==> src/rtl/reg_file_pkg.sv <==
// Shared constants and helpers for the architectural register file.
// Register 0 is architecturally hardwired to zero and never tracked.
package reg_file_pkg;

  localparam int REG_COUNT         = 32;
  localparam int REG_ID_W          = 5;
  localparam int DATA_W            = 32;
  localparam int ROB_WIDTH_BIT_DEF = 4;

  // A zero register id means "no write" on both commit and rename paths
  function automatic logic is_arch_reg(input logic [REG_ID_W-1:0] id);
    return id != '0;
  endfunction

endpackage

==> src/rtl/reg_file_read_port.sv <==
// One decoder operand port: resolves a source register into a ready value
// or a pending ROB tag, bypassing same-cycle commits and ROB-held values.
module reg_read_port
  import reg_file_pkg::*;
#(
  parameter int ROB_WIDTH_BIT = ROB_WIDTH_BIT_DEF
) (
  input  logic [REG_ID_W-1:0]      i_get_reg,
  input  logic [DATA_W-1:0]        i_reg_value,
  input  logic                     i_reg_busy,
  input  logic [ROB_WIDTH_BIT-1:0] i_reg_tag,
  input  logic                     i_clear,
  input  logic [REG_ID_W-1:0]      i_commit_reg_id,
  input  logic [ROB_WIDTH_BIT-1:0] i_commit_rob_id,
  input  logic [DATA_W-1:0]        i_commit_val,
  input  logic                     i_rob_value_ready,
  input  logic [DATA_W-1:0]        i_rob_value,
  output logic [DATA_W-1:0]        o_val,
  output logic                     o_has_dep,
  output logic [ROB_WIDTH_BIT-1:0] o_dep,
  output logic [ROB_WIDTH_BIT-1:0] o_get_rob_id
);

  logic w_is_arch;
  logic w_pending;
  logic w_commit_hit;
  logic w_rob_hit;

  assign w_is_arch    = is_arch_reg(i_get_reg);
  assign w_pending    = w_is_arch && i_reg_busy;
  // A flush kills both the commit in flight and any ROB-held values
  assign w_commit_hit = !i_clear && (i_commit_reg_id == i_get_reg)
                        && (i_commit_rob_id == i_reg_tag);
  assign w_rob_hit    = !i_clear && i_rob_value_ready;

  always_comb begin
    o_val     = '0;
    o_has_dep = 1'b0;
    o_dep     = '0;
    if (!w_is_arch) begin
      o_val = '0;
    end else if (!i_reg_busy) begin
      o_val = i_reg_value;
    end else if (w_commit_hit) begin
      o_val = i_commit_val;
    end else if (w_rob_hit) begin
      o_val = i_rob_value;
    end else begin
      o_has_dep = 1'b1;
      o_dep     = i_reg_tag;
    end
  end

  assign o_get_rob_id = w_pending ? i_reg_tag : '0;

endmodule

==> src/rtl/reg_file.sv <==
// Architectural register file with rename tags: commits retire ROB values,
// renames mark producers, and a flush drops every pending dependency.
module reg_file
  import reg_file_pkg::*;
#(
  parameter int ROB_WIDTH_BIT = ROB_WIDTH_BIT_DEF
) (
  input  logic                     clk_in,
  input  logic                     rst_in,
  input  logic                     rdy_in,
  input  logic                     clear,
  input  logic [REG_ID_W-1:0]      set_reg_id,
  input  logic [DATA_W-1:0]        set_val,
  input  logic [ROB_WIDTH_BIT-1:0] set_reg_on_rob_id,
  input  logic [REG_ID_W-1:0]      set_dep_reg_id,
  input  logic [ROB_WIDTH_BIT-1:0] set_dep_rob_id,
  input  logic [REG_ID_W-1:0]      get_reg1,
  input  logic [REG_ID_W-1:0]      get_reg2,
  output logic [DATA_W-1:0]        val1,
  output logic [DATA_W-1:0]        val2,
  output logic                     has_dep1,
  output logic                     has_dep2,
  output logic [ROB_WIDTH_BIT-1:0] dep1,
  output logic [ROB_WIDTH_BIT-1:0] dep2,
  output logic [ROB_WIDTH_BIT-1:0] get_rob_id1,
  output logic [ROB_WIDTH_BIT-1:0] get_rob_id2,
  input  logic                     rob_value1_ready,
  input  logic                     rob_value2_ready,
  input  logic [DATA_W-1:0]        rob_value1,
  input  logic [DATA_W-1:0]        rob_value2
);

  logic [DATA_W-1:0]        r_value [REG_COUNT];
  logic                     r_busy  [REG_COUNT];
  logic [ROB_WIDTH_BIT-1:0] r_tag   [REG_COUNT];

  logic w_commit_en;
  logic w_rename_en;
  logic w_commit_retires;

  assign w_commit_en      = is_arch_reg(set_reg_id);
  assign w_rename_en      = is_arch_reg(set_dep_reg_id);
  // Only the youngest producer may clear busy; older commits just update value
  assign w_commit_retires = r_busy[set_reg_id] && (r_tag[set_reg_id] == set_reg_on_rob_id);

  always_ff @(posedge clk_in) begin
    if (rst_in) begin
      for (int i = 0; i < REG_COUNT; i++) begin
        r_value[i] <= '0;
        r_busy[i]  <= 1'b0;
        r_tag[i]   <= '0;
      end
    end else if (clear) begin
      for (int i = 0; i < REG_COUNT; i++) begin
        r_busy[i] <= 1'b0;
        r_tag[i]  <= '0;
      end
    end else if (rdy_in) begin
      if (w_commit_en) begin
        r_value[set_reg_id] <= set_val;
        if (w_commit_retires) begin
          r_busy[set_reg_id] <= 1'b0;
        end
      end
      // Placed after the commit so a same-register rename wins busy/tag
      if (w_rename_en) begin
        r_busy[set_dep_reg_id] <= 1'b1;
        r_tag[set_dep_reg_id]  <= set_dep_rob_id;
      end
    end
  end

  reg_read_port #(.ROB_WIDTH_BIT(ROB_WIDTH_BIT)) u_port1 (
    .i_get_reg         (get_reg1),
    .i_reg_value       (r_value[get_reg1]),
    .i_reg_busy        (r_busy[get_reg1]),
    .i_reg_tag         (r_tag[get_reg1]),
    .i_clear           (clear),
    .i_commit_reg_id   (set_reg_id),
    .i_commit_rob_id   (set_reg_on_rob_id),
    .i_commit_val      (set_val),
    .i_rob_value_ready (rob_value1_ready),
    .i_rob_value       (rob_value1),
    .o_val             (val1),
    .o_has_dep         (has_dep1),
    .o_dep             (dep1),
    .o_get_rob_id      (get_rob_id1)
  );

  reg_read_port #(.ROB_WIDTH_BIT(ROB_WIDTH_BIT)) u_port2 (
    .i_get_reg         (get_reg2),
    .i_reg_value       (r_value[get_reg2]),
    .i_reg_busy        (r_busy[get_reg2]),
    .i_reg_tag         (r_tag[get_reg2]),
    .i_clear           (clear),
    .i_commit_reg_id   (set_reg_id),
    .i_commit_rob_id   (set_reg_on_rob_id),
    .i_commit_val      (set_val),
    .i_rob_value_ready (rob_value2_ready),
    .i_rob_value       (rob_value2),
    .o_val             (val2),
    .o_has_dep         (has_dep2),
    .o_dep             (dep2),
    .o_get_rob_id      (get_rob_id2)
  );

endmodule

==> config.mk <==
export PLATFORM = sky130hd
export DESIGN_NAME = reg_file
export DESIGN_NICKNAME = d
export VERILOG_FILES = /design/src/rtl/reg_file_pkg.sv /design/src/rtl/reg_file_read_port.sv /design/src/rtl/reg_file.sv
export SDC_FILE = /design/constraint.sdc
export NUM_CORES = 2
export LEC_CHECK = 0
export ABC_AREA = 1
export CAP_MARGIN = 20
export CORE_ASPECT_RATIO = 1.5
export CORE_MARGIN = 2
export CORE_UTILIZATION = 42
export DETAILED_ROUTE_END_ITERATION = 7
export REMOVE_ABC_BUFFERS = 1
export SYNTH_ARGS = -nofsm -noshare
export SYNTH_HDL_FRONTEND = slang
export SYNTH_SLANG_ARGS = --single-unit
==> constraint.sdc <==
create_clock -name clk_in -period 7.4 [get_ports clk_in]
set_input_delay 1.85 -clock clk_in [delete_from_list [all_inputs] [get_ports clk_in]]
set_output_delay 1.85 -clock clk_in [all_outputs]
set_load 0.02 [all_outputs]
# After elaboration in Yosys (flattened, before gate mapping)
# Memories as Yosys holds them, arrays and structs flattened.
# Cells that the tools add are included.
[totals]
word_cells = 213
ramBits = 1184
mem_count = 3
mem_bits_ro = 0
out_inout_bits = 82
in_bits = 130
latchBits = 0
register_bits = 0
[memory_table]
columns = ["memory", "depth", "width", "read_ports", "rd_ports_with_merged_regs", "write_ports", "line_no", "rtl"]
rows = [
  ["r_value", 32, 32, 2, 0, 32, "reg_file.sv:33", "logic [DATA_W-1:0] r_value [REG_COUNT];"],
  ["r_tag", 32, 4, 3, 0, 32, "reg_file.sv:35", "logic [ROB_WIDTH_BIT-1:0] r_tag [REG_COUNT];"],
  ["r_busy", 32, 1, 3, 0, 32, "reg_file.sv:34", "logic r_busy [REG_COUNT];"],
]
[classes]
bitwise_logic = 64
n_mul = 0
reduce_logical = 18
div = 0
shift = 0
add_sub_neg = 0
eq_ne = 5
n_lt_le_gt_ge = 0
n_mux = 123
[ops]
columns = ["cell", "n"]
rows = [
  ["$mux 32", 9],
  ["$mux 4", 43],
  ["$mux 1", 67],
  ["$or 1x1->1", 64],
  ["$reduce_or 32->1", 1],
  ["$mux 5", 4],
  ["$reduce_bool 5->1", 4],
  ["$eq 4x4->1", 3],
  ["$eq 5x5->1", 2],
  ["$logic_and 1x1->1", 9],
  ["$reduce_or 4->1", 1],
  ["$reduce_or 1->1", 2],
  ["$logic_not 1->1", 1],
]

# Longest topological paths before layout
# An unclocked memory read counts as a cell.
[depth]
depth_word = 11
depth_mapped = 18
depth_no_buf = 16

# Cells and area by module
# A second synthesis with hierarchy kept.
[unflattened]
hier_cells = 8008
hier_area_um2 = 66661.4
[modules_own_cells]
columns = ["mod", "cells_each", "seq_area_each_um2", "area_per_inst_um2", "n_inst"]
rows = [
  ["reg_file", 7352, 35233.8, 63636.0, 1],
  ["reg_read_port", 328, 0.0, 1512.7, 2],
]

# Worst setup path before layout
# No wires, ideal clock.
[synth_timing]
path_type = "in2out"
start = "input get_reg1[1]"
end = "output get_rob_id1[0]"
required_ns = 5.550
t_arrival_ns = 3.538
n_path_buf = 5
setup_slack_ns = 2.012
cell_stages = 12
cell_sequence = "buf_4 buf_4 buf_4 buf_2 a21oi_1 o21ai_0 nand3_1 nand3_1 o21ai_4 nand2_2 buf_2 nor2_1"
[synth_between]
elab_chain_cells = 3
word_cells_on_any_way = 5
classes_between = "mux (1); reduce/logical (2); memory (2)"
[synth_lines]
columns = ["element", "line_no", "rtl"]
rows = [
  ["start, declared", "reg_file.sv:17", "input logic [REG_ID_W-1:0] get_reg1,"],
  ["$mem_v2 32x1 or $reduce_bool 5->1 (tied branches)", "n/a", ""],
  ["$logic_and 1x1->1", "reg_file_read_port.sv:30", "assign w_pending = w_is_arch && i_reg_busy;"],
  ["$mux 4 (*)", "reg_file_read_port.sv:54", "assign o_get_rob_id = w_pending ? i_reg_tag : '0;"],
  ["end, declared", "reg_file.sv:25", "output logic [ROB_WIDTH_BIT-1:0] get_rob_id1,"],
]
# Mark *: on every way between the ends. The rest lies on a longest branch, timed or not.

# Worst setup path in the final report
[layout_timing]
start = "input get_reg2[0]"
end = "output val2[4]"
[layout_between]
elab_chain_cells = 6
word_cells_on_any_way = 11
classes_between = "eq/ne (2); mux (3); reduce/logical (3); memory (3)"
[layout_lines]
columns = ["element", "line_no", "rtl"]
rows = [
  ["start, declared", "reg_file.sv:18", "input logic [REG_ID_W-1:0] get_reg2,"],
  ["$mem_v2 32x4 or $eq 5x5->1 (tied branches)", "n/a", ""],
  ["$eq 4x4->1 or $logic_and 1x1->1 (tied branches)", "reg_file_read_port.sv:33, reg_file_read_port.sv:32", ""],
  ["$logic_and 1x1->1", "reg_file_read_port.sv:33", "&& (i_commit_rob_id == i_reg_tag);"],
  ["$mux 32", "reg_file_read_port.sv:44", "end else if (w_commit_hit) begin"],
  ["$mux 32", "reg_file_read_port.sv:42", "end else if (!i_reg_busy) begin"],
  ["$mux 32 (*)", "reg_file_read_port.sv:40", "if (!w_is_arch) begin"],
  ["end, declared", "reg_file.sv:20", "output logic [DATA_W-1:0] val2,"],
]
# Marked as above.

==> flow_summary.ini <==
[critical_path]
worstSetupStartpoint = get_reg2[0]
required_ns = 5.55
worstPathMaxFanout = 37
arrival_ns = 5.44
worstPathCellList = buf_8, inv_8, buf_12, buf_4, a21oi_1, a22oi_1, nand2_1, nand3_1, o221ai_1, o21ai_0, nand2_1, nand2_1, nand2_1, inv_1, clkdlybuf4s50_1
cp_slowest_stage_delay_ns = 0.64
path_buf_inv = 6
critPathLaunchType = input pin
slowest_stage = o21ai_0
endpoint_kind = primary output
crit_type = input pin to primary output
critical-path-top-delay-family = buffers and inverters
cpMostUsedCell = nand2_1
r2r-start = r_tag[9][2]

[global_route]
grt_use_total_pct = 35.9
antenna_found_initial = 13
grt_pass1_vias = 62900
grt_first_pass_wirelength_um = 430000
grt_max_degree = 154
gr-total-overflow = 0

[synthesis]
synth_cell_types = 45
synth_top_area_share_pct = 51.0
synthTopCellsByArea = edfxtp_1, nor2_1, nand2_1
async_reset_ff_share_pct = 0
syn_area_per_cell_um2 = 8.02
synth_seq_cells = 1184
yosys.area.top_type = edfxtp_1
yosysMostFrequentCell = nor2_1
synth_seq_area_share_pct = 52.0
synth_cells = 8455
yosys_most_used_dff = edfxtp_1
ys_warn_count = 0
synth_edf_count = 1152
syn_area_um2 = 67800
synth_common_cells = nor2_1, nand2_1, edfxtp_1

[clock_tree]
cts_hold_buf = 0
htree_levels = 3
clkLatencyLatePin_ns = 0.81
cts_buffer_depth = 3
cts_made_buffers = 116
cts_tree = yes
root_buffer = clkbuf_16
cts_resized = 0
cts_setup_buffers = 0
path_clk_slew_ns = 0.06
clock-sinks = 1184

[status]
status = complete, but fails checks
violations = design-rule violations

[floorplan]
fp-row-count = 180
die_w_um = 332
die-area_um2 = 165000
start_util_pct = 42.3
io_pins = 212
die_height_um = 496
core_area_um2 = 160000

[worst_hold_path]
hold_start = r_busy[0]
hold_path_class = register to register

[route]
drt-wirelength-per-cell_um = 29.0
drtIter0Drc = 10200
drc_errors = 2
vias = 66300
wl_um = 306000
drtAntennaViolNets = 0
drt_pass1_iterations = 8
via_per_inst = 6.29

[pwr]
power_uw = 16800
p_int_uw = 11900
clock_power_share_pct = 36.4
p_switching_uw = 4930
power_frac_seq_pct = 46.8
p_per_area_nw_per_um2 = 220
p_leak_uw = 0.0301
peakVddDrop_mv = 0.201
comb_power_share_pct = 16.8
p_sw_share_pct = 29.3

[sta]
worst_pin_slew_ns = 1.30
period_needed_ns = 7.29
whs_ns = 0.495
fin_crit_sh_pct = 98.5
finalSetupTns_ns = 0
fmax_mhz = 137
maxSlewViolCount = 0
setup_viol = 0
max_slew_margin_pct = 13.0
skew_ns = 0.0320
finalHoldViolations = 0
setup_slack_ns = 0.109
rsz0062_at_grt = false

[placement]
hpwlAfterDp_um = 183000
gp_congestion = 0.994
portBuffers = 211
placed_cells = 10300
pre_cts_ws_ns = 0.256

[finish]
register_area_um2 = 35200
multi_input_area_um2 = 27700
drive_gt1_share_pct = 6.64
areaGrowthSynthToFinish_pct = 12.5
fill_cells = 15500
instances_no_fill = 10500
nets = 8469

[run]
cap_violations = 0
[registers in the layout (all words and copies together) (netlist names)]
signal,count
r_busy,32
r_tag,128
r_value,1024
[metrics by stage]
stage	instance area, µm²	util (%)
finish	76300	47.6
global route	76300	47.6
CTS	75900	47.3
detailed placement	72100	45.0
global placement	72100	44.9
floorplan	64500	-
[tightest hold or removal path, stage by stage, from the launching register on]
cell     delay (ns)
dfxtp_1        0.31
inv_1          0.09
nor2_1         0.05
[worst paths after layout]
path | cells after the start | end | slack [ns]
worst max-delay path | 15 | val2[4] | 0.11
worst min-delay path | 2 | r_busy[0] | 0.49
worst max register to register | 12 | r_busy[13] | 4.35
worst min register to register | 2 | r_busy[0] | 0.49
[final cells by class]
type / instances / area share, %
clock buffers: 147 / 4.05
inverters: 495 / 2.48
clock inverters: 69 / 0.869
flip-flops and latches: 1184 / 46.2
multi-input cells: 6066 / 36.2
repair buffers: 476 / 6.75
diodes: 9 / 0.0295
well taps: 2093 / 3.43
[layout by cell type, fill, tap and decap left out, types with 14 or more instances in the layout]
master              n
nand3_1           569
edfxtp_1         1152
clkbuf_16         119
o21ai_0           598
nand2_1          1641
clkinv_2           22
or2_2              14
mux2i_1            68
nand2_2            68
a31oi_1           172
clkinv_1           29
a221oi_1           35
a21oi_1           691
buf_16             17
clkdlybuf4s50_1   200
dfxtp_1            32
nand4_1            38
clkbuf_1           27
inv_1             472
o22ai_1            40
nor3_1             42
buf_4             194
o311ai_0           14
o21ai_1            41
o211ai_1           63
a22oi_1            92
conb_1             36
nor2_1           1772
buf_12             56
[per-layer routing]
| layer | wire [µm] | track usage [%] | part of all wire [%] | vias to the layer above |
|---|---|---|---|---|
| met5 | 61 | 0 | 0.020 | - |
| met4 | 26800 | 28.1 | 8.7 | 8 |
| met3 | 34900 | 7.29 | 11 | 1259 |
| met2 | 139000 | 57.4 | 45 | 5007 |
| met1 | 106000 | 42.6 | 35 | 31600 |
| li1 | - | - | - | 28400 |
[power groups by stage]
| stage | Combinational [µW] | Clock (µW) | Sequential, µW |
|---|---|---|---|
| 3_5_place_dp | 2700 | 0 | 8000 |
| 4_1_cts | 2700 | 6090 | 7860 |
| 5_1_grt | 2960 | 6340 | 7900 |
| 6_report | 2830 | 6110 | 7870 |
| 3_3_place_gp | 2670 | 0 | 7990 |
| 2_1_floorplan | 1340 | 0 | 7960 |
[cells by family (layout without fill, tap and decap cells)]
group	Yosys count	after routing	synth area share, %
AO/OA/AOI/OAI	1792	1792	14.7
buffers and inverters	1240	1187	7.76
flip-flops	1184	1184	52.0
multiplexers	68	68	1.00
other	1	45	0.00553
AND/OR/NAND/NOR	4170	4170	24.6
No activity file was read; power rests on OpenSTA's default activity.
